## config.mk

```make
export PLATFORM = sky130hd
export DESIGN_NAME = fetch_stage
export DESIGN_NICKNAME = d
export VERILOG_FILES = /design/src/rtl/defines.sv /design/src/rtl/fetch_fifo.sv /design/src/rtl/fetch_stage.sv
export SDC_FILE = /design/constraint.sdc
export NUM_CORES = 1
export LEC_CHECK = 0
export ABC_AREA = 1
export BUFFER_PORTS_ARGS = -buffer_cell sky130_fd_sc_hd__buf_2
export CAP_MARGIN = 40
export CELL_PAD_IN_SITES_DETAIL_PLACEMENT = 1
export CELL_PAD_IN_SITES_GLOBAL_PLACEMENT = 1
export CORE_AREA = 4 4 277 279
export CTS_CLUSTER_SIZE = 28
export DETAILED_ROUTE_END_ITERATION = 12
export DIE_AREA = 0 0 281 283
export PLACE_DENSITY = 0.62
export SLEW_MARGIN = 20
export SYNTH_ARGS = -nofsm -noshare
export SYNTH_HDL_FRONTEND = slang
export SYNTH_HIERARCHICAL = 1
export SYNTH_SLANG_ARGS = --single-unit
```

## constraint.sdc

```tcl
create_clock -name clk -period 8.65 [get_ports clk]
set_input_delay 0.865 -clock clk [delete_from_list [all_inputs] [get_ports clk]]
set_output_delay 0.865 -clock clk [all_outputs]
set_load 0.03 [all_outputs]
```

## src/rtl/defines.sv

```systemverilog
// Shared pipeline definitions: datapath width, forwarding selects and
// fetch-stage types used by the front end and decode.
package defines;

  localparam int DEF_XLEN = 64;

  // Canonical NOP: addi x0, x0, 0
  localparam logic [31:0] NOP_INSTR = 32'h0000_0013;

  typedef enum logic [1:0] {
    FWD_NONE   = 2'd0,
    FWD_EX_MEM = 2'd1,
    FWD_MEM_WB = 2'd2
  } fwd_sel_e;

  typedef struct packed {
    logic [DEF_XLEN-1:0] pc;
    logic [31:0]         instr;
  } fetch_entry_t;

endpackage

```

## src/rtl/fetch_fifo.sv

```systemverilog
// Synchronous FIFO of fetch entries {pc, instr} with single-cycle flush.
// Power-of-two depth; pointers wrap naturally.
module fetch_fifo
  import defines::*;
#(
  parameter int DEPTH = 2
) (
  input  logic                         clk,
  input  logic                         rst_n,
  input  logic                         push,
  input  fetch_entry_t                 push_data,
  input  logic                         pop,
  input  logic                         flush,
  output fetch_entry_t                 pop_data,
  output logic [$clog2(DEPTH+1)-1:0]   count,
  output logic                         empty,
  output logic                         full
);

  localparam int AW = $clog2(DEPTH);
  localparam int CW = $clog2(DEPTH + 1);

  fetch_entry_t    mem [DEPTH];
  logic [AW-1:0]   wr_ptr;
  logic [AW-1:0]   rd_ptr;

  // NOTE: storage is deliberately not reset; validity lives only in count,
  // so clearing the array would add reset fanout without changing behaviour.
  always_ff @(posedge clk) begin
    if (push && !flush) begin
      mem[wr_ptr] <= push_data;
    end
  end

  always_ff @(posedge clk or negedge rst_n) begin
    if (!rst_n) begin
      wr_ptr <= '0;
      rd_ptr <= '0;
      count  <= '0;
    end else if (flush) begin
      wr_ptr <= '0;
      rd_ptr <= '0;
      count  <= '0;
    end else begin
      if (push) wr_ptr <= wr_ptr + 1'b1;
      if (pop)  rd_ptr <= rd_ptr + 1'b1;
      unique case ({push, pop})
        2'b10:   count <= count + 1'b1;
        2'b01:   count <= count - 1'b1;
        default: ;
      endcase
    end
  end

  assign pop_data = mem[rd_ptr];
  assign empty    = (count == '0);
  assign full     = (count == CW'(DEPTH));

endmodule

```

## src/rtl/fetch_stage.sv

```systemverilog
// RV64 instruction fetch: PC, credit-limited in-order imem requests,
// response buffering, redirect/drop handling and the IF/ID register.
module fetch_stage
  import defines::*;
#(
  parameter int              XLEN      = DEF_XLEN,
  parameter logic [XLEN-1:0] RESET_PC  = '0,
  parameter int              BUF_DEPTH = 2
) (
  input  logic            clk,
  input  logic            rst_n,
  input  logic            stall_fetch,
  input  logic            stall_decode,
  input  logic            taken_branch,
  input  logic [XLEN-1:0] branch_target,
  output logic            imem_req_valid,
  input  logic            imem_req_ready,
  output logic [XLEN-1:0] imem_req_addr,
  input  logic            imem_rsp_valid,
  input  logic [31:0]     imem_rsp_data,
  output logic            valid_decode,
  output logic [31:0]     instr_decode,
  output logic [XLEN-1:0] pc_decode
);

  localparam int           CW      = $clog2(BUF_DEPTH + 1);
  localparam int           AW      = $clog2(BUF_DEPTH);
  localparam logic [CW:0]  DEPTH_C = (CW + 1)'(BUF_DEPTH);

  logic [XLEN-1:0] pc;
  logic [CW-1:0]   outstanding;
  logic [CW-1:0]   drop_cnt;

  // PC tags of live (non-dropped) requests, in issue order.
  logic [XLEN-1:0] tag_mem [BUF_DEPTH];
  logic [AW-1:0]   tag_wr;
  logic [AW-1:0]   tag_rd;

  fetch_entry_t    fifo_in;
  fetch_entry_t    fifo_head;
  logic [CW-1:0]   fifo_count;
  logic            fifo_empty;
  logic            fifo_full;
  logic            fifo_pop;

  logic [CW:0]     in_use;
  logic            req_fire;
  logic            rsp_keep;

  always_comb begin
    in_use         = {1'b0, outstanding} + {1'b0, fifo_count};
    imem_req_valid = !stall_fetch && !taken_branch && !fifo_full && (in_use < DEPTH_C);
    req_fire       = imem_req_valid && imem_req_ready;
    rsp_keep       = imem_rsp_valid && !taken_branch && (drop_cnt == '0);
    fifo_pop       = !taken_branch && !stall_decode && !fifo_empty;
    fifo_in.pc     = tag_mem[tag_rd];
    fifo_in.instr  = imem_rsp_data;
  end

  assign imem_req_addr = pc;

  fetch_fifo #(
    .DEPTH (BUF_DEPTH)
  ) u_fifo (
    .clk       (clk),
    .rst_n     (rst_n),
    .push      (rsp_keep),
    .push_data (fifo_in),
    .pop       (fifo_pop),
    .flush     (taken_branch),
    .pop_data  (fifo_head),
    .count     (fifo_count),
    .empty     (fifo_empty),
    .full      (fifo_full)
  );

  always_ff @(posedge clk) begin
    if (req_fire) begin
      tag_mem[tag_wr] <= pc;
    end
  end

  // A redirect turns every request still in flight into a word to discard,
  // except a response landing in the redirect cycle, which is dropped here.
  always_ff @(posedge clk or negedge rst_n) begin
    if (!rst_n) begin
      pc          <= RESET_PC;
      outstanding <= '0;
      drop_cnt    <= '0;
      tag_wr      <= '0;
      tag_rd      <= '0;
    end else if (taken_branch) begin
      pc          <= branch_target;
      outstanding <= outstanding - CW'(imem_rsp_valid);
      drop_cnt    <= outstanding - CW'(imem_rsp_valid);
      tag_wr      <= '0;
      tag_rd      <= '0;
    end else begin
      if (req_fire) begin
        pc     <= pc + XLEN'(4);
        tag_wr <= tag_wr + 1'b1;
      end
      if (rsp_keep) begin
        tag_rd <= tag_rd + 1'b1;
      end
      if (imem_rsp_valid && (drop_cnt != '0)) begin
        drop_cnt <= drop_cnt - 1'b1;
      end
      unique case ({req_fire, imem_rsp_valid})
        2'b10:   outstanding <= outstanding + 1'b1;
        2'b01:   outstanding <= outstanding - 1'b1;
        default: ;
      endcase
    end
  end

  always_ff @(posedge clk or negedge rst_n) begin
    if (!rst_n) begin
      valid_decode <= 1'b0;
      instr_decode <= NOP_INSTR;
      pc_decode    <= '0;
    end else if (taken_branch) begin
      valid_decode <= 1'b0;
      instr_decode <= NOP_INSTR;
    end else if (!stall_decode) begin
      if (!fifo_empty) begin
        valid_decode <= 1'b1;
        instr_decode <= fifo_head.instr;
        pc_decode    <= fifo_head.pc;
      end else begin
        valid_decode <= 1'b0;
        instr_decode <= NOP_INSTR;
      end
    end
  end

endmodule
```

**Word-level counts from Yosys, hierarchy flattened**

Memories as Yosys holds them, arrays and structs flattened.
Cells that the tools add are included.

- Output and inout port bits: 162
- Word-level logic and storage cells: 86
- Register bits: 171
- Bits in writable memories: 320
- Memories: 2

- $add $sub $neg: 12
- $lt $le $gt $ge: 1
- Bitwise logic cells: 3
- Muxes and demuxes: 26
- Equality and inequality tests: 6
- Reduce and logical (&&, ||, !) cells: 25

Memory list:

| name | depth | bits a word | rd ports | clocked after memory_dff | write ports | line | RTL |
|---|---|---|---|---|---|---|---|
| u_fifo.mem | 2 | 96 | 1 | 0 | 1 | fetch_fifo.sv:23 | `fetch_entry_t mem [DEPTH];` |
| tag_mem | 2 | 64 | 1 | 0 | 1 | fetch_stage.sv:35 | `logic [XLEN-1:0] tag_mem [BUF_DEPTH];` |

Operators with widths:

| kind | count |
|---|---|
| two-way mux 64 bit | 2 |
| two-way mux 32 bit | 3 |
| adder 64 x 3 -> 64 bit (second input constant) | 1 |
| two-way mux 1 bit | 15 |
| logical AND 1 bit | 10 |
| nonzero test 2 bit | 5 |
| two-way mux 2 bit | 4 |
| one-hot mux 2 bit (2 select lines) | 2 |
| == test 2 bit (second input constant) | 3 |
| nonzero test 3 bit | 2 |
| subtractor 2 x 1 -> 2 bit (second input constant) | 3 |
| logical NOT 1 bit | 5 |
| adder 1 bit (second input constant) | 4 |
| adder 2 x 1 -> 2 bit (second input constant) | 2 |
| == test 2 x 1 -> 1 bit (second input constant) | 2 |
| logical NOT 2 bit | 2 |
| adder 2 x 2 -> 3 bit | 1 |
| < comparator 3 x 2 -> 1 bit (second input constant) | 1 |
| inverter 1 bit | 3 |
| AND reduction 3 bit | 1 |
| inequality test 2 x 1 -> 1 bit (second input constant) | 1 |
| subtractor 2 x 1 -> 2 bit | 1 |

**Depth between registers and ports, before layout**

- Depth in word-level cells: 8
- Gate-level depth with buffers: 11
- Gate-level depth less buffers: 11

**Modules after synthesis**

The synthesis kept the hierarchy.

Modules (own cells, without submodules):

| module | cells each | area each (µm²) | times used | seq. area each (µm²) |
|---|---|---|---|---|
| fetch_stage | 1,549 | 13,469.2 | 1 | 8,026.4 |
| fetch_fifo | 332 | 7,218.2 | 1 | 5,865.6 |

**Worst setup path before layout**

Ideal clock, no wire load.

- Kind: input to register
- From: input port taken_branch
- To: memory u_fifo/mem[0][0] (netlist bit) (enable)
- Required time: 8.099 ns
- Library setup time: 0.551 ns
- Path slack: 2.407 ns
- Buffers on the path: 3
- Arrival time: 5.692 ns
- Cell stages on the path: 6
- Cells stage by stage: buf_4 -> clkbuf_1 -> clkbuf_1 -> nor2_1 -> nand2_1 -> nor2_1

- Longest elaborated chain between the ends: 6

RTL lines:

| item | line | RTL |
|---|---|---|
| start: declaration | fetch_stage.sv:14 | `input logic taken_branch,` |
| logical NOT 1 bit | fetch_stage.sv:54 | `rsp_keep = imem_rsp_valid && !taken_branch && (drop_cnt == '0);` |
| logical AND 1 bit (2 in a row) | fetch_stage.sv:54 |  |
| net rsp_keep | fetch_stage.sv:48 | `logic rsp_keep;` |
| logical AND 1 bit | fetch_fifo.sv:30 | `if (push && !flush) begin` |
| two-way mux 1 bit | fetch_fifo.sv:30 |  |
| two-way mux 1 bit (implied by the code) | fetch_fifo.sv:31 | `mem[wr_ptr] <= push_data;` |
| end: declaration | fetch_fifo.sv:23 |  |

The timed path passes the listed nets, and every way through them passes these cells.

**Worst setup path after layout**

- From: register u_fifo.count[0]
- To: register pc[33], in the netlist imem_req_addr[33]

- Longest elaborated chain between the ends: 6
- Elaborated cells between the ends (all ways): 8
- Those cells by class: 1 x add/sub; 1 x order compare; 1 x eq/ne; 5 x reduce/logical

RTL lines:

| item | line | RTL |
|---|---|---|
| start: declaration | fetch_fifo.sv:15 | `output logic [$clog2(DEPTH+1)-1:0] count,` |
| start signal: assignment | fetch_fifo.sv:48 | `2'b10: count <= count + 1'b1;` |
| start signal: assignment | fetch_fifo.sv:49 | `2'b01: count <= count - 1'b1;` |
| parallel branches: the longest is 3 deep, another holds adder 2 x 2 -> 3 bit | n/a |  |
| logical AND 1 bit (*) | fetch_stage.sv:52 | `imem_req_valid = !stall_fetch && !taken_branch && !fifo_full && (in_use < DEPTH_C);` |
| logical AND 1 bit (*) | fetch_stage.sv:53 | `req_fire = imem_req_valid && imem_req_ready;` |
| nonzero test 2 bit (no line) (*) | n/a |  |
| end signal: assignment | fetch_stage.sv:93 | `pc <= branch_target;` |
| end signal: assignment | fetch_stage.sv:100 | `pc <= pc + XLEN'(4);` |
| end: declaration | fetch_stage.sv:30 | `logic [XLEN-1:0] pc;` |

Mark *: on every way between the ends.
A chain may end at the register's enable or synchronous reset.

==> qor_table.md <==
| Parameter | Reported |
| --- | --- |
| Clock latency on the worst-skew pair | 0.60 ns |
| Count of warnings emitted by yosys | 6 |
| Reg2reg path depth | 10 |
| Cell types with the highest counts after synthesis | 751 x sky130_fd_sc_hd__nand2_1, 320 x sky130_fd_sc_hd__edfxtp_1, 168 x sky130_fd_sc_hd__dfrtp_1 |
| RSZ-0062 raised after global routing | no |
| Synthesis-to-finish area growth | 21.59% |
| CTS hold repair buffers | 0 |
| Post-synthesis sequential area ratio | 67.15% |
| Number of buffers added on ports | 264 |
| Number of search-and-repair iterations in the first detailed-routing pass | 5 |
| Post-synthesis instance total | 1881 |
| Largest net degree at the start of global routing | 91 |
| Number of buffers created by CTS | 54 |
| Number of vias per cell | 4.531 |
| Actual slew at the worst max-slew pin | 0.8057 ns |
| Hold WS | 0.1451 ns |
| Primary flip-flop cell chosen by synthesis mapping | sky130_fd_sc_hd__edfxtp_1 |
| Combinational share of power | 22.6% |
| Dominant cell type by area after synthesis | sky130_fd_sc_hd__edfxtp_1 |
| Total negative slack for setup checks | 0 ns |
| Achievable Freq | 283.7 MHz |
| DRC violation count after routing | 0 |
| Total power density per cell area | 286.9 mW/mm2 |
| Internal power contribution | 4.789 mW |
| Post-layout minimum cycle time | 3.525 ns |
| Nature of the critical path endpoint | flop |
| Met1 usage in global routing | 19.73% |
| Leftover overflow at the end of global routing | 0 |
| Share of cells above drive strength 1 | 22.77% |
| Hold Path Class | input port to asynchronous set/reset pin |
| Global routing usage on met2 | 27.12% |
| Number of global-route vias before repair | 15478 |
| CTS sink count | 491 |
| Total Nets Final | 2266 |
| Clock tree root buffer cell | sky130_fd_sc_hd__clkbuf_16 |
| Horizontal die dimension | 281 um |
| IR Drop Worst-Case VDD | 147.1 uV |
| Required time at the endpoint of the critical path | 9.10 ns |
| Outcome | complete, no violations |
| Post-synthesis cell type count | 39 |
| Clock slew at the register clock pins of the worst setup and hold paths | 0.06 ns |
| DR iter-0 viols | 753 |
| Crit share post-route | 40.75% |
| Via count | 14382 |
| Met3 GRT Util | 2.594% |
| Die outline area | 0.07952 mm2 |
| Final total power | 7.217 mW |
| Max_slew headroom | 46.28% |
| Drt total wl | 63.08 mm |
| Effective utilization at floorplan | 27.88% |
| Sw Share | 33.64% |
| Sequential power share | 44.4% |
| Antenna diodes | 0 |
| Syn Nets | 1988 |
| Portion of synthesized cell area occupied by the leading cell type | 46.45% |
| Lkg Pwr | 10.49 nW |
| Arrival time worst endpoint | 3.98 ns |
| Wire length per cell | 19.87 um |
| First-pass GRT wire length | 95.72 mm |
| TritonCTS clock tree | yes |
| WS Path Type | flop to flop |
| Core utilization of the finished layout | 33.90% |
| Total routing resource utilization after global routing | 15.63% |
| Number of synthesized register bits | 491 |
| Proportion of synthesized flip-flops having asynchronous set or reset | 34.83% |
| Post-detail-place hpwl | 45.54 mm |
| Number of slew-limit violations in the final report | 0 |
| Setup Viol. Count Final | 0 |
| Setup skew after layout | 0.01917 ns |
| Worst-path maximum fanout | 37 |
| Clock share of power | 32.9% |
| Psw | 2.428 mW |
| Weighted congestion at the end of routability-driven global placement | 0.8316 |
| Mean cell area of the mapped netlist | 11.00 um2 |
| Mapped Area | 0.02069 mm2 |
| Gr busiest metal | met2 |
| Count of instances resized after the clock tree is built | 0 |
| Number of buffers between clock root and the deepest sink | 3 |
| Number of maximum-capacitance constraint violations | 0 |
| Height of the die | 283 um |
| Biggest area contributors in the synthesized netlist | sky130_fd_sc_hd__edfxtp_1 46%, sky130_fd_sc_hd__dfrtp_1 20%, sky130_fd_sc_hd__nand2_1 14% |
| Core Rows | 100 |
| Most frequent cell after synthesis | sky130_fd_sc_hd__nand2_1 |
| Detail Route Antenna Nets | 0 |
| H-tree depth | 2 |
| Standard cell core area | 0.07420 mm2 |
| Crit path launch type | flop |
| Post-CTS repair timing setup buffer count | 0 |
| Hold violation total from the final report | 0 |
| Number of synthesized flops with an enable pin | 320 |
| Initial antenna violation count | 0 |
| Number of filler cells placed in the layout | 8249 |
| I/O pin count | 265 |
-- registers in the layout, indices dropped and copies added (netlist names), 2 cells and up --
signal         cells
u_fifo/mem       192
tag_mem          128
imem_req_addr     64
pc_decode         64
instr_decode      32
drop_cnt           2
outstanding        2
u_fifo/count       2
-- critical path, stage by stage (launching register included) --
cell and delay [ns]:
sky130_fd_sc_hd__dfrtp_1 0.43, sky130_fd_sc_hd__nand2_1 0.08, sky130_fd_sc_hd__inv_1 0.04, sky130_fd_sc_hd__fa_1 0.43, sky130_fd_sc_hd__nor2_1 0.21, sky130_fd_sc_hd__nand4_4 0.57, sky130_fd_sc_hd__nand2_2 0.74, sky130_fd_sc_hd__inv_2 0.47
sky130_fd_sc_hd__nand2_1 0.15, sky130_fd_sc_hd__nand2_1 0.06, sky130_fd_sc_hd__o21bai_1 0.16
-- power groups by stage --
stage	clock, mW	combinational (mW)	sequential, mW
floorplan	0	0.634	3.60
global placement	0	1.61	3.25
global route	2.56	1.79	3.25
CTS	2.46	1.67	3.22
detailed placement	0	1.66	3.26
finish	2.38	1.63	3.21
-- through the flow --
| stage | instance area (um2) | std cells | worst slack [ns] |
|---|---|---|---|
| after detailed placement | 23250 | 3070 | 4.728 |
| after floorplan | 20690 | 1881 | 2.407 |
| final | 25150 | 3174 | 5.125 |
| after global routing | 25150 | 3174 | 4.744 |
| after global placement | 23070 | 3063 | 4.613 |
| after CTS | 25100 | 3172 | 5.018 |
-- cells in the final DEF (no fill, tap or decap), types with 47 or more instances in the layout --
| cell | synthesis | layout |
|---|---|---|
| sky130_fd_sc_hd__dfrtp_1 | 168 | 166 |
| sky130_fd_sc_hd__nor2_1 | 134 | 129 |
| sky130_fd_sc_hd__inv_1 | 101 | 100 |
| sky130_fd_sc_hd__nand3_1 | 58 | 58 |
| sky130_fd_sc_hd__o21ai_0 | 47 | 47 |
| sky130_fd_sc_hd__edfxtp_1 | 320 | 320 |
| sky130_fd_sc_hd__nand2_1 | 751 | 751 |
| sky130_fd_sc_hd__mux2_2 | 78 | 78 |
| sky130_fd_sc_hd__buf_2 | 24 | 263 |
| sky130_fd_sc_hd__clkbuf_16 | 0 | 55 |
-- layout make-up --
type                       count  area [um2]  area share [%]
inverter                     103       386.6           1.537
sequential                   491       13900           55.25
clock inverter                32       392.9           1.562
timing repair buffer         288        1683           6.691
clock buffer                  70        1453           5.775
tap                          969        1212           4.820
multi-input combinational   1221        6128           24.36
-- cell families (layout without fill, tap and decap cells) --
| kind of cell | count (synthesis) | in the layout | synth area share, % |
|---|---|---|---|
| simple gates | 979 | 979 | 18.73 |
| mux | 96 | 96 | 5.552 |
| compound gates | 118 | 118 | 3.859 |
| xor+xnor | 24 | 24 | 1.016 |
| flops | 491 | 491 | 67.15 |
| buf+inv | 169 | 493 | 3.411 |
| fa+ha+maj | 4 | 4 | 0.2782 |
-- worst paths after layout --
check | from | to | slack [ns]
worst min register to register | pc_decode[33] | pc_decode[33] | 0.46
worst min-delay path | rst_n | pc_decode[15] | 0.15
max in group asynchronous | rst_n | u_fifo/rd_ptr | 6.53
min in group clk | pc_decode[33] | pc_decode[33] | 0.46
worst max-delay path | u_fifo/count[0] | imem_req_addr[33] | 5.13
worst max register to register | u_fifo/count[0] | imem_req_addr[33] | 5.13
-- per-layer routing --
metal / share of wire (%) / wire length (um) / up-vias
li1: - / - / 6808
met1: 43 / 27020 / 7166
met2: 50 / 31300 / 307
met3: 4.2 / 2619 / 101
met4: 3.4 / 2149 / 0
met5: 0 / 0 / -
Note: power is estimated with default switching activity, not from simulation.
